`config.mk`:
```
export PLATFORM = sky130hd
export DESIGN_NAME = alu_sequencer
export DESIGN_NICKNAME = d
export VERILOG_FILES = /design/src/rtl/alu_sequencer_pkg.sv /design/src/rtl/alu_sequencer_cond_eval.sv /design/src/rtl/alu_sequencer.sv
export SDC_FILE = /design/constraint.sdc
export NUM_CORES = 1
export LEC_CHECK = 0
export BUFFER_PORTS_ARGS = -buffer_cell sky130_fd_sc_hd__clkbuf_2
export CAP_MARGIN = 5
export CORE_AREA = 10 10 67 74
export DETAILED_ROUTE_END_ITERATION = 7
export DIE_AREA = 0 0 77 84
export PLACE_DENSITY = 0.82
export RECOVER_POWER = 100
export SETUP_SLACK_MARGIN = 0.1
export SLEW_MARGIN = 10
export SYNTH_ARGS = -nofsm -noshare
export SYNTH_HDL_FRONTEND = slang
export SYNTH_HIERARCHICAL = 1
export SYNTH_SLANG_ARGS = --single-unit
```
`constraint.sdc`:
```
create_clock -name clk -period 6.1 [get_ports clk]
set_input_delay 0.61 -clock clk [delete_from_list [all_inputs] [get_ports clk]]
set_output_delay 0.61 -clock clk [all_outputs]
set_load 0.03 [all_outputs]
```
`src/rtl/alu_sequencer_pkg.sv`:
```
// ============================================================================
// alu_sequencer_pkg
// Encodings, decode helpers and PSR update mask for the multi-cycle ALU sequencer.
// Revision: 1.0
// ============================================================================
`default_nettype none

package alu_sequencer_pkg;

  typedef enum logic [3:0] {
    ALU_ADD  = 4'b0000, ALU_SUB = 4'b0001, ALU_AND = 4'b0010, ALU_XOR = 4'b0011,
    ALU_OR   = 4'b0100, ALU_CMP = 4'b0101, ALU_MOV = 4'b0110, ALU_LSH = 4'b0111,
    ALU_LSHI = 4'b1000, ALU_LUI = 4'b1001
  } alu_op_e;

  typedef enum logic [2:0] {
    S_FETCH = 3'd0, S_DECODE = 3'd1, S_EXEC = 3'd2, S_MEM_RD = 3'd3,
    S_MEM_WB = 3'd4, S_MEM_WR = 3'd5, S_BRANCH = 3'd6
  } state_e;

  typedef enum logic [2:0] {
    CLS_EXEC = 3'd0, CLS_LOAD = 3'd1, CLS_STOR = 3'd2, CLS_BRANCH = 3'd3, CLS_ILLEGAL = 3'd4
  } op_class_e;

  typedef struct packed {
    op_class_e cls;
    alu_op_e   op;
    logic      imm_sel;
    logic      jump;
  } decode_t;

  // Immediate opcodes reuse the R-type extension code of the same operation.
  localparam logic [3:0] CODE_AND  = 4'h1, CODE_OR   = 4'h2, CODE_XOR = 4'h3;
  localparam logic [3:0] CODE_ADD  = 4'h5, CODE_ADDU = 4'h6, CODE_ADDC = 4'h7;
  localparam logic [3:0] CODE_SUB  = 4'h9, CODE_SUBC = 4'hA, CODE_CMP = 4'hB;
  localparam logic [3:0] CODE_MOV  = 4'hD;

  localparam logic [3:0] OP_RTYPE = 4'h0, OP_MEM = 4'h4, OP_SHIFT = 4'h8;
  localparam logic [3:0] OP_BCOND = 4'hC, OP_LUI = 4'hF;
  localparam logic [3:0] EXT_LOAD = 4'h0, EXT_STOR = 4'h4, EXT_JCOND = 4'hC, EXT_LSH = 4'h4;

  localparam logic [3:0] COND_EQ = 4'h0, COND_NE = 4'h1, COND_CS = 4'h2, COND_CC = 4'h3;
  localparam logic [3:0] COND_HI = 4'h4, COND_LS = 4'h5, COND_GT = 4'h6, COND_LE = 4'h7;
  localparam logic [3:0] COND_FS = 4'h8, COND_FC = 4'h9, COND_LO = 4'hA, COND_HS = 4'hB;
  localparam logic [3:0] COND_LT = 4'hC, COND_GE = 4'hD, COND_UC = 4'hE, COND_NV = 4'hF;

  localparam int PSR_C = 0, PSR_F = 1, PSR_L = 2, PSR_Z = 3, PSR_N = 4;

  function automatic logic arith_valid(input logic [3:0] code);
    case (code)
      CODE_AND, CODE_OR, CODE_XOR, CODE_ADD, CODE_ADDU, CODE_ADDC,
      CODE_SUB, CODE_SUBC, CODE_CMP, CODE_MOV: arith_valid = 1'b1;
      default:                                 arith_valid = 1'b0;
    endcase
  endfunction

  // Carry/unsigned variants share the plain ADD/SUB datapath operation.
  function automatic alu_op_e arith_op(input logic [3:0] code);
    case (code)
      CODE_AND:            arith_op = ALU_AND;
      CODE_OR:             arith_op = ALU_OR;
      CODE_XOR:            arith_op = ALU_XOR;
      CODE_SUB, CODE_SUBC: arith_op = ALU_SUB;
      CODE_CMP:            arith_op = ALU_CMP;
      CODE_MOV:            arith_op = ALU_MOV;
      default:             arith_op = ALU_ADD;
    endcase
  endfunction

  function automatic decode_t decode(input logic [15:0] ir);
    decode_t d;
    d.cls     = CLS_ILLEGAL;
    d.op      = ALU_ADD;
    d.imm_sel = 1'b0;
    d.jump    = 1'b0;
    case (ir[15:12])
      OP_RTYPE: if (arith_valid(ir[7:4])) begin
        d.cls = CLS_EXEC;
        d.op  = arith_op(ir[7:4]);
      end
      OP_MEM: case (ir[7:4])
        EXT_LOAD:  d.cls = CLS_LOAD;
        EXT_STOR:  d.cls = CLS_STOR;
        EXT_JCOND: begin d.cls = CLS_BRANCH; d.jump = 1'b1; end
        default:   d.cls = CLS_ILLEGAL;
      endcase
      OP_SHIFT: if (ir[7:4] == EXT_LSH) begin
        d.cls = CLS_EXEC;
        d.op  = ALU_LSH;
      end else if (ir[7:5] == 3'b000) begin
        d.cls     = CLS_EXEC;
        d.op      = ALU_LSHI;
        d.imm_sel = 1'b1;
      end
      OP_BCOND: d.cls = CLS_BRANCH;
      OP_LUI: begin
        d.cls     = CLS_EXEC;
        d.op      = ALU_LUI;
        d.imm_sel = 1'b1;
      end
      default: if (arith_valid(ir[15:12])) begin
        d.cls     = CLS_EXEC;
        d.op      = arith_op(ir[15:12]);
        d.imm_sel = 1'b1;
      end
    endcase
    return d;
  endfunction

  function automatic logic [4:0] psr_mask(input alu_op_e op);
    case (op)
      ALU_ADD, ALU_SUB: psr_mask = 5'b00011;
      ALU_CMP:          psr_mask = 5'b11100;
      default:          psr_mask = 5'b00000;
    endcase
  endfunction

endpackage

`default_nettype wire

```
`src/rtl/alu_sequencer_cond_eval.sv`:
```
// ============================================================================
// alu_sequencer_cond_eval
// Combinational branch-condition evaluator: 4-bit condition + PSR -> take.
// Revision: 1.0
// ============================================================================
`default_nettype none

module alu_sequencer_cond_eval
  import alu_sequencer_pkg::*;
(
  input  logic [3:0] cond,
  input  logic [4:0] psr,
  output logic       take
);

  always_comb begin
    take = 1'b0;
    case (cond)
      COND_EQ: take =  psr[PSR_Z];
      COND_NE: take = ~psr[PSR_Z];
      COND_CS: take =  psr[PSR_C];
      COND_CC: take = ~psr[PSR_C];
      COND_HI: take =  psr[PSR_L];
      COND_LS: take = ~psr[PSR_L];
      COND_GT: take =  psr[PSR_N];
      COND_LE: take = ~psr[PSR_N];
      COND_FS: take =  psr[PSR_F];
      COND_FC: take = ~psr[PSR_F];
      COND_LO: take = ~psr[PSR_L] & ~psr[PSR_Z];
      COND_HS: take =  psr[PSR_L] |  psr[PSR_Z];
      COND_LT: take = ~psr[PSR_N] & ~psr[PSR_Z];
      COND_GE: take =  psr[PSR_N] |  psr[PSR_Z];
      COND_UC: take = 1'b1;
      default: take = 1'b0;
    endcase
  end

endmodule

`default_nettype wire

```
`src/rtl/alu_sequencer.sv`:
```
// ============================================================================
// alu_sequencer
// Multi-cycle control FSM for the 16-bit ALU datapath; owns IR and latched PSR.
// Revision: 1.0
// ============================================================================
`default_nettype none

module alu_sequencer
  import alu_sequencer_pkg::*;
#(
  parameter int WIDTH    = 16,
  parameter int PSR_BITS = 5
) (
  input  logic                clk,
  input  logic                reset_n,
  input  logic [WIDTH-1:0]    mem_rdata,
  input  logic                mem_ready,
  input  logic [PSR_BITS-1:0] alu_psr,
  output logic [3:0]          alucont,
  output logic [3:0]          rdest_sel,
  output logic [3:0]          rsrc_sel,
  output logic [7:0]          imm,
  output logic                imm_sel,
  output logic                reg_we,
  output logic                wb_sel,
  output logic                pc_en,
  output logic [1:0]          pc_src,
  output logic                mem_req,
  output logic                mem_we,
  output logic                addr_sel,
  output logic [PSR_BITS-1:0] psr,
  output logic                illegal_op
);

  state_e             state, next_state;
  logic [WIDTH-1:0]   ir;
  decode_t            dec;
  logic               take;
  logic [PSR_BITS-1:0] mask;

  assign dec       = decode(ir);
  assign mask      = psr_mask(dec.op);
  assign rdest_sel = ir[11:8];
  assign rsrc_sel  = ir[3:0];
  assign imm       = ir[7:0];

  alu_sequencer_cond_eval u_cond_eval (
    .cond (ir[11:8]),
    .psr  (psr),
    .take (take)
  );

  always_ff @(posedge clk or negedge reset_n) begin
    if (!reset_n) begin
      state <= S_FETCH;
      ir    <= '0;
      psr   <= '0;
    end else begin
      state <= next_state;
      if (state == S_FETCH && mem_ready) ir <= mem_rdata;
      if (state == S_EXEC) psr <= (psr & ~mask) | (alu_psr & mask);
    end
  end

  // Outputs are forced quiet while reset is held, even though the state is FETCH.
  always_comb begin
    next_state = state;
    alucont    = ALU_ADD;
    imm_sel    = 1'b0;
    reg_we     = 1'b0;
    wb_sel     = 1'b0;
    pc_en      = 1'b0;
    pc_src     = 2'd0;
    mem_req    = 1'b0;
    mem_we     = 1'b0;
    addr_sel   = 1'b0;
    illegal_op = 1'b0;
    if (reset_n) begin
      case (state)
        S_FETCH: begin
          mem_req = 1'b1;
          if (mem_ready) begin
            pc_en      = 1'b1;
            next_state = S_DECODE;
          end
        end
        S_DECODE: begin
          case (dec.cls)
            CLS_EXEC:   next_state = S_EXEC;
            CLS_LOAD:   next_state = S_MEM_RD;
            CLS_STOR:   next_state = S_MEM_WR;
            CLS_BRANCH: next_state = S_BRANCH;
            default: begin
              illegal_op = 1'b1;
              next_state = S_FETCH;
            end
          endcase
        end
        S_EXEC: begin
          alucont    = dec.op;
          imm_sel    = dec.imm_sel;
          reg_we     = (dec.op != ALU_CMP);
          next_state = S_FETCH;
        end
        S_MEM_RD: begin
          mem_req  = 1'b1;
          addr_sel = 1'b1;
          if (mem_ready) next_state = S_MEM_WB;
        end
        S_MEM_WB: begin
          reg_we     = 1'b1;
          wb_sel     = 1'b1;
          next_state = S_FETCH;
        end
        S_MEM_WR: begin
          mem_req  = 1'b1;
          mem_we   = 1'b1;
          addr_sel = 1'b1;
          if (mem_ready) next_state = S_FETCH;
        end
        S_BRANCH: begin
          if (take) begin
            pc_en  = 1'b1;
            pc_src = dec.jump ? 2'd2 : 2'd1;
          end
          next_state = S_FETCH;
        end
        default: next_state = S_FETCH;
      endcase
    end
  end

endmodule

`default_nettype wire
```
Word-level counts from Yosys, hierarchy flattened
Memories as Yosys holds them, arrays and structs flattened.
Cells that the tools add are included.
{"block": "totals", "ff_bits": 24, "rom_bits": 32, "in_bits": 24, "output_inout_bits": 35, "wordCells": 132, "memories": 2}
{"memory": "(name not given)", "depth": 16, "width": 1, "rd": 1, "rd_ports_with_merged_regs": 0, "write_ports": 0, "line": "alu_sequencer_pkg.sv:50", "source": "case (code)"}
{"memory": "(name not given)", "depth": 16, "width": 1, "rd": 1, "rd_ports_with_merged_regs": 0, "write_ports": 0, "line": "alu_sequencer_pkg.sv:50"}
{"block": "op_classes", "n_eq_ne": 49, "muxes": 47, "bitwise_logic": 13, "reduce_logical": 18}
{"operator": "$eq 4x4->1 const B", "count": 19}
{"operator": "$pmux 3 s6", "count": 2}
{"operator": "$eq 4x3->1 const B", "count": 7}
{"operator": "$eq 4x2->1 const B", "count": 6}
{"operator": "$pmux 3 s4", "count": 2}
{"operator": "$mux 1", "count": 22}
{"operator": "$eq 4x1->1 const B", "count": 4}
{"operator": "$logic_not 4->1", "count": 4}
{"operator": "$mux 8", "count": 2}
{"operator": "$pmux 4 s4", "count": 1}
{"operator": "$pmux 1 s15", "count": 1}
{"operator": "$pmux 3 s5", "count": 1}
{"operator": "$mux 7", "count": 2}
{"operator": "$eq 3x2->1 const B", "count": 4}
{"operator": "$and 5x5->5", "count": 2}
{"operator": "$pmux 5 s2", "count": 1}
{"operator": "$reduce_or 2->1", "count": 5}
{"operator": "$eq 3x3->1 const B", "count": 3}
{"operator": "$logic_not 3->1", "count": 3}
{"operator": "$mux 3", "count": 3}
{"operator": "$pmux 3 s3", "count": 1}
{"operator": "$mux 2", "count": 4}
{"operator": "$mux 4", "count": 2}
{"operator": "$eq 3x1->1 const B", "count": 2}
{"operator": "other kinds (14)", "count": 24}

Logic depth before layout (Yosys ltp)
Gate-level depths: netlist of the first run.
{"block": "logic_depth", "depth_word": 11, "mapped_depth": 7, "mapped_depth_nobuf": 6}

By module
Netlist of the first run, hierarchy kept.
{"mod": "alu_sequencer", "instances": 1, "cells_per_inst": 168, "area_per_inst_um2": 1650.3, "seq_area_each_um2": 600.6}
{"mod": "alu_sequencer_cond_eval", "instances": 1, "cells_per_inst": 25, "area_per_inst_um2": 180.2, "seq_area_each_um2": 0.0}

Worst setup path before layout of the first run
No wires, ideal clock.
{"block": "synth_timing", "path_type": "flip-flop to output port", "startpoint": "reg ir[7]", "endpoint": "out illegal_op", "arrival_time_ns": 2.716, "required_ns": 5.490, "slack_ns": 2.774, "stages_incl_launch_ff": 6, "path_buffers": 1, "path_cell_list": "dfrtp_1 > buf_6 > nor2b_1 > o21ai_0 > a311o_1 > a2111oi_0"}
{"block": "synth_between", "elab_chain_cells": 9, "elab_cells_between_ends": 19, "cone_classes": "5 x eq/ne; 9 x mux; 4 x reduce/logical; 1 x memory"}
{"element": "from (decl)", "line": "alu_sequencer.sv:36", "source": "logic [WIDTH-1:0] ir;"}
{"element": "from (signal assigned)", "line": "alu_sequencer.sv:60", "source": "if (state == S_FETCH && mem_ready) ir <= mem_rdata;"}
{"element": "$mem_v2 16x1 / $logic_not 3->1 (equally long branches)"}
{"element": "$mux 1 / $mux 8 (equally long branches)", "line": "alu_sequencer_pkg.sv:76, alu_sequencer_pkg.sv:90"}
{"element": "$mux 7 (on tied branches)", "line": "alu_sequencer_pkg.sv:77, alu_sequencer_pkg.sv:87"}
{"element": "$pmux 3 s5 *", "line": "alu_sequencer_pkg.sv:76", "source": "case (ir[15:12])"}
{"element": "$eq 3x2->1, or another cell as far along", "line": "alu_sequencer.sv:88", "source": "case (dec.cls)"}
{"element": "$reduce_or 4->1 (no line) *"}
{"element": "$mux 1 *", "line": "alu_sequencer.sv:88"}
{"element": "$mux 1 *", "line": "alu_sequencer.sv:79", "source": "case (state)"}
{"element": "$mux 1 *", "line": "alu_sequencer.sv:78", "source": "if (reset_n) begin"}
{"element": "to (decl)", "line": "alu_sequencer.sv:32", "source": "output logic illegal_op"}
Mark *: on every way between the ends. The rest lies on a longest branch, timed or not. The select of a mux whose other input is x is not followed.

Worst setup path in the final report of the first run
{"block": "layout_timing", "startpoint": "in reset_n", "endpoint": "out imm_sel"}
{"block": "layout_between", "elab_chain_cells": 1}
{"element": "from (decl)", "line": "alu_sequencer.sv:15", "source": "input logic reset_n,"}
{"element": "$mux 1", "line": "alu_sequencer.sv:78"}
{"element": "to (decl)", "line": "alu_sequencer.sv:23", "source": "output logic imm_sel,"}
Every way passes these cells.

==> Implementation_results.wiki, run 1 <==
{| class="wikitable"
! Metric !! Value
|-
| DR vias || 1518
|-
| Floorplan row count || 23
|-
| Delay of the slowest critical-path stage || 1.06 ns
|-
| Top library cells by usage in the layout, fill and taps aside || sky130_fd_sc_hd__clkbuf_1, sky130_fd_sc_hd__dfrtp_1, sky130_fd_sc_hd__clkbuf_2
|-
| Setup bufs post-CTS || 0
|-
| Global route total overflow || 0
|-
| Net switching share of the total power || 0.533
|-
| Ordered cell list for the critical path || clkbuf_1 -> and3b_1 -> nand2b_1 -> nor2_1 -> clkbuf_1
|-
| Final worst-path cycle share || 0.537
|-
| Placed Instance Area || slightly below 2000 um2
|-
| Worst path buffer plus inverter count || 2
|-
| Area growth syn-to-layout || 7.59%
|-
| CTS tree || done
|-
| Clock transition at path regs || around 0.08 ns
|-
| Routability-driven placement congestion ratio || 0.867
|-
| Final number of max-transition violations || 0
|-
| Initial standard-cell utilization of the core || 0.517
|-
| Slowest cell on the critical path || sky130_fd_sc_hd__clkbuf_1
|-
| Async set-reset flop share out of synthesis || 1.00
|-
| Instance count after placement with tap cells included || 271
|-
| Netlist Area Pre-Place || ~1800 um2
|-
| Crit path required time || 5.49 ns
|-
| Static Leak || 0.822 nW
|-
| Count of flip-flops with a built-in enable after synthesis || 0
|-
| Power per cell area || 616 nW/um2
|-
| Number of non-filler instances in the completed layout || 275
|-
| Ratio of cells with drive above 1 in the final layout || 0.218
|-
| Kind of capture point of the worst setup path || output pin
|-
| Critical path startpoint category || input port
|-
| Actual transition at the worst max-transition pin || 1.49 ns
|-
| Clock latency on the worst-skew pair || roughly 0.26 ns
|-
| Sequential-to-total area share from yosys stat || 0.328
|-
| Total number of H-tree levels || 1
|-
| Gate Count Post-Synth || 193
|-
| Run status || finished with violations
|-
| Maximum fanout encountered on the critical timing path || 30
|-
| Minimum clock period || about 3.3 ns
|-
| Number of buffers created by CTS || 3
|-
| RSZ-0062 raised after global routing || no
|-
| Buffers from clock root to sink, at most || 2
|-
| Setup_tns || 0 ns
|-
| Total count of hold-check failures in the final report || 0
|-
| DR iter-0 viols || 132
|-
| Core Footprint || ~3500 um2
|-
| Setup-violating endpoint count in the final report || 0
|-
| Cells resized by post-CTS repair || 0
|-
| Post-synthesis register bit count || 24
|-
| Via count of the first global-routing pass || about 1600
|-
| Failing checks || max-capacitance violations
|-
| Synth warn || 6
|-
| Sequential power share || 0.349
|-
| Data arrival time of the worst path || 2.67 ns
|-
| Total of buffers placed on input and output ports || 58
|-
| Via/cell ratio || around 5.5
|-
| Max-Slew Margin vs Limit || 0.00775
|-
| Maximum capacitance violations || 1
|-
| Relative contribution of the clock network to total power || 0.089
|-
| Power dissipated by switching net loads || 0.646 mW
|-
| Main flop type after synthesis || sky130_fd_sc_hd__dfrtp_1
|-
| Layout Cell Area excl Fill || 1970 um2
|-
| CP top delay family || buffers and inverters
|-
| Layout Skew || 0.00150 ns
|-
| Post-Syn Nets || 217
|-
| WL final || 4.39 mm
|-
| Average detailed-routed wire length per instance || approximately 16 um
|-
| Count of clock tree sinks || 24
|-
| Total Nets Final || 250
|-
| Cell at the root of the clock tree || sky130_fd_sc_hd__clkbuf_8
|-
| Largest net degree at the start of global routing || 31
|-
| Pre-CTS WS || 3.45 ns
|-
| Average cell area after synthesis || around 9.5 um2
|-
| Number of antenna violations at the first check in global routing || 0
|-
| Fill cells || between 300 and 400
|-
| Global-route wire length before repair || between 7 and 8 mm
|-
| Top-Level Pins || 59
|-
| Number of hold buffers added after CTS || 0
|-
| Design internal power || 0.566 mW
|-
| Chip Width || 77 um
|-
| Cell variety after synth || 56
|-
| Height of the die || 84 um
|-
| Antenna Diode Count || 0
|-
| Setup WS post-layout || 2.82 ns
|-
| Die footprint || roughly 6500 um2
|-
| Remaining design rule violation count || 0
|-
| Hpwl dp || ~3.3 mm
|-
| IR Drop Worst-Case VDD || 0.263 mV
|-
| Tot GR Track Use || 0.135
|-
| Class of the most critical setup path || input port to output pin
|-
| Comb pwr share || 0.562
|-
| Path class of the lowest-slack min-delay path || flip-flop to flip-flop
|-
| Most used cell, CP || sky130_fd_sc_hd__clkbuf_1
|-
| First-pass DRT Iterations || 4
|-
| Antenna-violating nets left || 0
|-
| Maximum clock frequency || between 0.3 and 0.4 GHz
|-
| Most common library cell in the layout ignoring fill and taps || sky130_fd_sc_hd__clkbuf_1
|}
-- synth_stat cells (2+ instances only) --
master	n	area, um2
sky130_fd_sc_hd__dfrtp_1	24	601
sky130_fd_sc_hd__buf_4	19	143
sky130_fd_sc_hd__nor2_1	14	52.6
sky130_fd_sc_hd__mux2_2	13	146
sky130_fd_sc_hd__nand2_1	13	48.8
sky130_fd_sc_hd__o21ai_0	7	35.0
sky130_fd_sc_hd__a21oi_1	6	30.0
sky130_fd_sc_hd__nor3_1	6	30.0
sky130_fd_sc_hd__a211oi_1	5	37.5
sky130_fd_sc_hd__clkbuf_1	5	18.8
sky130_fd_sc_hd__mux2_1	5	56.3
sky130_fd_sc_hd__nor3b_1	5	37.5
sky130_fd_sc_hd__buf_2	4	20.0
sky130_fd_sc_hd__a21o_1	3	22.5
sky130_fd_sc_hd__inv_1	3	11.3
sky130_fd_sc_hd__nand2b_1	3	18.8
sky130_fd_sc_hd__nor2b_1	3	18.8
sky130_fd_sc_hd__nor4b_1	3	26.3
sky130_fd_sc_hd__o21a_1	3	22.5
sky130_fd_sc_hd__xor2_1	3	26.3
sky130_fd_sc_hd__a211o_1	2	17.5
sky130_fd_sc_hd__a311o_1	2	20.0
sky130_fd_sc_hd__and2_1	2	12.5
sky130_fd_sc_hd__buf_6	2	22.5
sky130_fd_sc_hd__nor4_1	2	12.5
sky130_fd_sc_hd__nor4b_4	2	47.6
sky130_fd_sc_hd__o21bai_1	2	15.0
sky130_fd_sc_hd__o311a_1	2	20.0
sky130_fd_sc_hd__o31ai_1	2	15.0
sky130_fd_sc_hd__or2_2	2	12.5
-- per-stage QoR --
stage / total power [mW] / utilization / hold slack, ns
final: 1.21 / 0.556 / 0.537
after global routing: 1.31 / 0.556 / 0.551
after CTS: 1.26 / 0.577 / 0.408
after detailed placement: 1.15 / 0.562 / 0.523
after global placement: 1.13 / 0.562 / 0.514
after floorplan: 1.07 / - / 0.314
-- worst paths after layout --
kind                                    start              endpoint  slack [ns]  cells after the start
min reg2reg                 ir[1]$_DFFE_PN0P_     ir[1]$_DFFE_PN0P_        0.54                      1
min in group asynchronous             reset_n  state[0]$_DFFE_PN0P_        0.69                      1
min                         ir[1]$_DFFE_PN0P_     ir[1]$_DFFE_PN0P_        0.54                      1
max in group asynchronous             reset_n    ir[12]$_DFFE_PN0P_        4.54                      1
max                                   reset_n               imm_sel        2.82                      5
max reg2reg                ir[15]$_DFFE_PN0P_             flip-flop        3.56                      5
-- routing by layer --
metal	wire, um	vias up	global-route usage
li1	-	752	-
met1	1930	721	0.154
met2	2180	43	0.239
met3	247	2	0.0388
met4	28	0	0.0299
met5	0	-	0
-- power groups by stage --
stage | registers, mW | logic [mW] | clock network (mW)
2_1_floorplan | 0.335 | 0.731 | 0
3_3_place_gp | 0.419 | 0.713 | 0
3_5_place_dp | 0.424 | 0.724 | 0
4_1_cts | 0.422 | 0.729 | 0.110
5_1_grt | 0.446 | 0.747 | 0.119
6_report | 0.423 | 0.681 | 0.108
-- cells by family (layout without fill, tap and decap cells) --
kind of cell / after synthesis / count (layout) / share of synthesized area
xor+xnor: 4 / 4 / 0.0191
mux: 19 / 19 / 0.116
simple gates: 66 / 66 / 0.222
flops: 24 / 24 / 0.328
compound gates: 45 / 45 / 0.193
buf+inv: 35 / 67 / 0.122
-- final cells by class --
| cell class | instances | area (um2) | share of cell area |
|---|---|---|---|
| inverters | 4 | 15.0 | 0.00762 |
| multi-input cells | 134 | 987 | 0.501 |
| well taps | 50 | 62.6 | 0.0318 |
| repair buffers | 59 | 249 | 0.126 |
| flip-flops and latches | 24 | 601 | 0.305 |
| clock buffers | 4 | 55.1 | 0.0280 |
Power figures use the tool's default switching activity.
==> run 2: changes to the inputs <==
--- a/config.mk
+++ b/config.mk
@@ -7,10 +7,10 @@
 export LEC_CHECK = 0
 export BUFFER_PORTS_ARGS = -buffer_cell sky130_fd_sc_hd__clkbuf_2
 export CAP_MARGIN = 5
-export CORE_AREA = 10 10 67 74
+export CORE_AREA = 10 10 72 80
 export DETAILED_ROUTE_END_ITERATION = 7
-export DIE_AREA = 0 0 77 84
-export PLACE_DENSITY = 0.82
+export DIE_AREA = 0 0 82 90
+export PLACE_DENSITY = 0.74
 export RECOVER_POWER = 100
 export SETUP_SLACK_MARGIN = 0.1
 export SLEW_MARGIN = 10
==> constraint.sdc (replaced) <==
create_clock -name clk -period 3 [get_ports clk]
set_input_delay 0.3 -clock clk [delete_from_list [all_inputs] [get_ports clk]]
set_output_delay 0.3 -clock clk [all_outputs]
set_load 0.03 [all_outputs]
==> run 2 against run 1 <==
Compared with the run above:
- the flow now finishes without violations
- sequential power grew 100%
- global-route usage fell by 1.2 points
- clock power increased to 2.6 times the previous value
- via count is 2.4% higher
- first-iteration DRC count is 23% lower
- design area up 2.0%
- clock skew increased by 0.0010 ns
- hold slack got worse by 0.30 ns
- critical path type is now flip-flop to output pin
- critical endpoint is now pc_src[0]
- largest power group unchanged
- highest routed layer unchanged
==> Implementation_results.wiki, run 2 (same netlist as run 1, synthesis figures left out) <==
{| class="wikitable"
! Metric !! Value
|-
| Floorplan row count || 25 (+8.7%)
|-
| Via/cell ratio || 5.53 (+0.19%)
|-
| Total of buffers placed on input and output ports || 58 (unchanged)
|-
| Number of antenna violations at the first check in global routing || 0 (unchanged)
|-
| Setup_tns || 0 ns (unchanged)
|-
| Antenna-violating nets left || 0 (unchanged)
|-
| Static Leak || 0.841 nW (+2.4%)
|-
| Crit path required time || 2.70 ns (-2.79 ns)
|-
| Cell at the root of the clock tree || sky130_fd_sc_hd__clkbuf_8
|-
| Top-Level Pins || 59 (unchanged)
|-
| Total number of H-tree levels || 1 (unchanged)
|-
| Total Nets Final || 252 (+0.80%)
|-
| Relative contribution of the clock network to total power || 0.112 (+0.023)
|-
| Final worst-path cycle share || 0.909
|-
| Final number of max-transition violations || 0 (unchanged)
|-
| Global route total overflow || 0 (unchanged)
|-
| First-pass DRT Iterations || 4 (unchanged)
|-
| Comb pwr share || 0.548 (-0.014)
|-
| Top library cells by usage in the layout, fill and taps aside || sky130_fd_sc_hd__clkbuf_1, sky130_fd_sc_hd__dfrtp_1, sky130_fd_sc_hd__clkbuf_2
|-
| Net switching share of the total power || 0.519 (-0.0142)
|-
| Ratio of cells with drive above 1 in the final layout || 0.220 (+0.00249)
|-
| Buffers from clock root to sink, at most || 2 (unchanged)
|-
| Most common library cell in the layout ignoring fill and taps || sky130_fd_sc_hd__clkbuf_1
|-
| Routability-driven placement congestion ratio || 0.802 (-7.5%)
|-
| Hpwl dp || 3.46 mm (+4.9%)
|-
| Kind of capture point of the worst setup path || output pin
|-
| Worst Hold Launch || mem_rdata[14]
|-
| Clock latency on the worst-skew pair || 0.27 ns (about the same)
|-
| Register-to-register setup slack || 0.36 ns (-3.20 ns)
|-
| Actual transition at the worst max-transition pin || 0.869 ns (-0.620 ns)
|-
| Largest net degree at the start of global routing || 23 (-26%)
|-
| Area growth syn-to-layout || 9.71%
|-
| Design internal power || 1.22 mW (+110%)
|-
| Power per cell area || 1260 nW/um2 (+100%)
|-
| Data arrival time of the worst path || 2.43 ns (-0.24 ns)
|-
| Sequential power share || 0.340 (-0.009)
|-
| IR Drop Worst-Case VDD || 0.538 mV (+100%)
|-
| Total count of hold-check failures in the final report || 0 (unchanged)
|-
| Maximum capacitance violations || 0 (-1)
|-
| Class of the most critical setup path || flip-flop to output pin
|-
| Global-route wire length before repair || 7.50 mm (+0.56%)
|-
| Die footprint || 7380 um2 (+14%)
|-
| Launch instance of the worst register-to-register path || ir[15]$_DFFE_PN0P_
|-
| WL final || 4.47 mm (+2.0%)
|-
| Initial standard-cell utilization of the core || 0.437 (-0.0804)
|-
| Chip Width || 82 um (+6.5%)
|-
| Instance count after placement with tap cells included || 276 (+1.8%)
|-
| Height of the die || 90 um (+7.1%)
|-
| Layout Skew || 0.00253 ns (+0.00103 ns)
|-
| Worst reg2reg path depth || 5 (unchanged)
|-
| Run status || finished, final reports clean
|-
| Minimum clock period || roughly 2.7 ns
|-
| CTS tree || done
|-
| Number of non-filler instances in the completed layout || 281 (+2.2%)
|-
| Setup bufs post-CTS || 0 (unchanged)
|-
| Critical path startpoint category || flip-flop
|-
| Power dissipated by switching net loads || 1.31 mW (+100%)
|-
| Path class of the lowest-slack min-delay path || input port to flip-flop
|-
| Cell depth of the worst hold path || 3 (+2)
|-
| Setup-violating endpoint count in the final report || 0 (unchanged)
|-
| Worst hold-check slack || 0.239 ns (-0.298 ns)
|-
| Worst Hold End || ir[14]$_DFFE_PN0P_
|-
| Count of clock tree sinks || 24 (unchanged)
|-
| Maximum fanout encountered on the critical timing path || 11 (-63%)
|-
| RSZ-0062 raised after global routing || no
|-
| DR vias || 1554 (+2.4%)
|-
| Core Footprint || 4190 um2 (+18%)
|-
| Via count of the first global-routing pass || 1545 (-4.2%)
|-
| DR iter-0 viols || 101 (-23%)
|-
| Remaining design rule violation count || 0 (unchanged)
|-
| Max-Slew Margin vs Limit || 0.413 (+0.405)
|-
| Maximum clock frequency || 0.367 GHz
|-
| Tot GR Track Use || 0.122 (-0.0122)
|-
| Number of buffers created by CTS || 3 (unchanged)
|-
| Average detailed-routed wire length per instance || 15.9 um (-0.19%)
|-
| Fill cells || 427 (+20%)
|-
| Clock transition at path regs || 0.09 ns (about the same)
|-
| Antenna Diode Count || 0 (unchanged)
|}
[run 2: repair_timing]
item,in CTS,in global routing
endpoints found under the hold margin,3,0
hold buffers,1,0
gates resized for setup,0,0
[run 2: layer usage]
metal	share of wire	routed length (um)	vias up	track usage
met2	0.48	2140	54	0.197
met4	0.0076	34	0	0.0256
met1	0.44	1950	743	0.152
li1	-	-	753	-
met3	0.077	343	4	0.0428
met5	0	0	-	0
[run 2: layout make-up]
class | instances | area [um2] | share of cell area
timing repair buffer | 61 | 270 | 0.135
multi-input combinational | 134 | 983 | 0.490
clock inverter | 1 | 30.0 | 0.0150
sequential | 24 | 601 | 0.299
inverter | 4 | 15.0 | 0.00748
tap | 54 | 67.6 | 0.0336
clock buffer | 3 | 41.3 | 0.0206
[run 2: how the worst max path moves through the flow]
stage | startpoint | end | slack [ns]
2_1_floorplan | ir[7]$_DFFE_PN0P_ | illegal_op | 0.38
3_3_place_gp | ir[10]$_DFFE_PN0P_ | pc_src[0] | 0.69
3_5_place_dp | ir[10]$_DFFE_PN0P_ | pc_src[0] | 0.60
4_1_cts | ir[10]$_DFFE_PN0P_ | pc_src[0] | 0.29
5_1_grt | ir[7]$_DFFE_PN0P_ | illegal_op | 0.12
6_report | ir[10]$_DFFE_PN0P_ | pc_src[0] | 0.27
[run 2: power by group through the flow]
stage	Clock [mW]	Combinational (mW)	Sequential, mW
2_1_floorplan	0	1.49	0.682
3_3_place_gp	0	1.46	0.854
3_5_place_dp	0	1.48	0.867
4_1_cts	0.298	1.48	0.860
5_1_grt	0.309	1.52	0.914
6_report	0.284	1.38	0.860
[run 2: worst max-delay path, stage by stage, from the launching register on]
cell and delay (ns):
sky130_fd_sc_hd__dfrtp_1 0.54, sky130_fd_sc_hd__inv_2 0.06, sky130_fd_sc_hd__o311a_1 0.29, sky130_fd_sc_hd__o311a_1 0.34, sky130_fd_sc_hd__or4_1 0.45, sky130_fd_sc_hd__nand3_1 0.17
sky130_fd_sc_hd__a21oi_1 0.06, sky130_fd_sc_hd__clkbuf_1 0.25
[run 2: metrics by stage]
stage               total power [mW]  cell area, um2  utilization  setup WS (ns)
floorplan                       2.17            1830            -          0.381
global placement                2.32            2000        0.478          0.690
detailed placement              2.34            2000        0.478          0.602
CTS                             2.64            2080        0.497          0.289
global route                    2.74            2010        0.479          0.118
finish                          2.53            2010        0.479          0.272
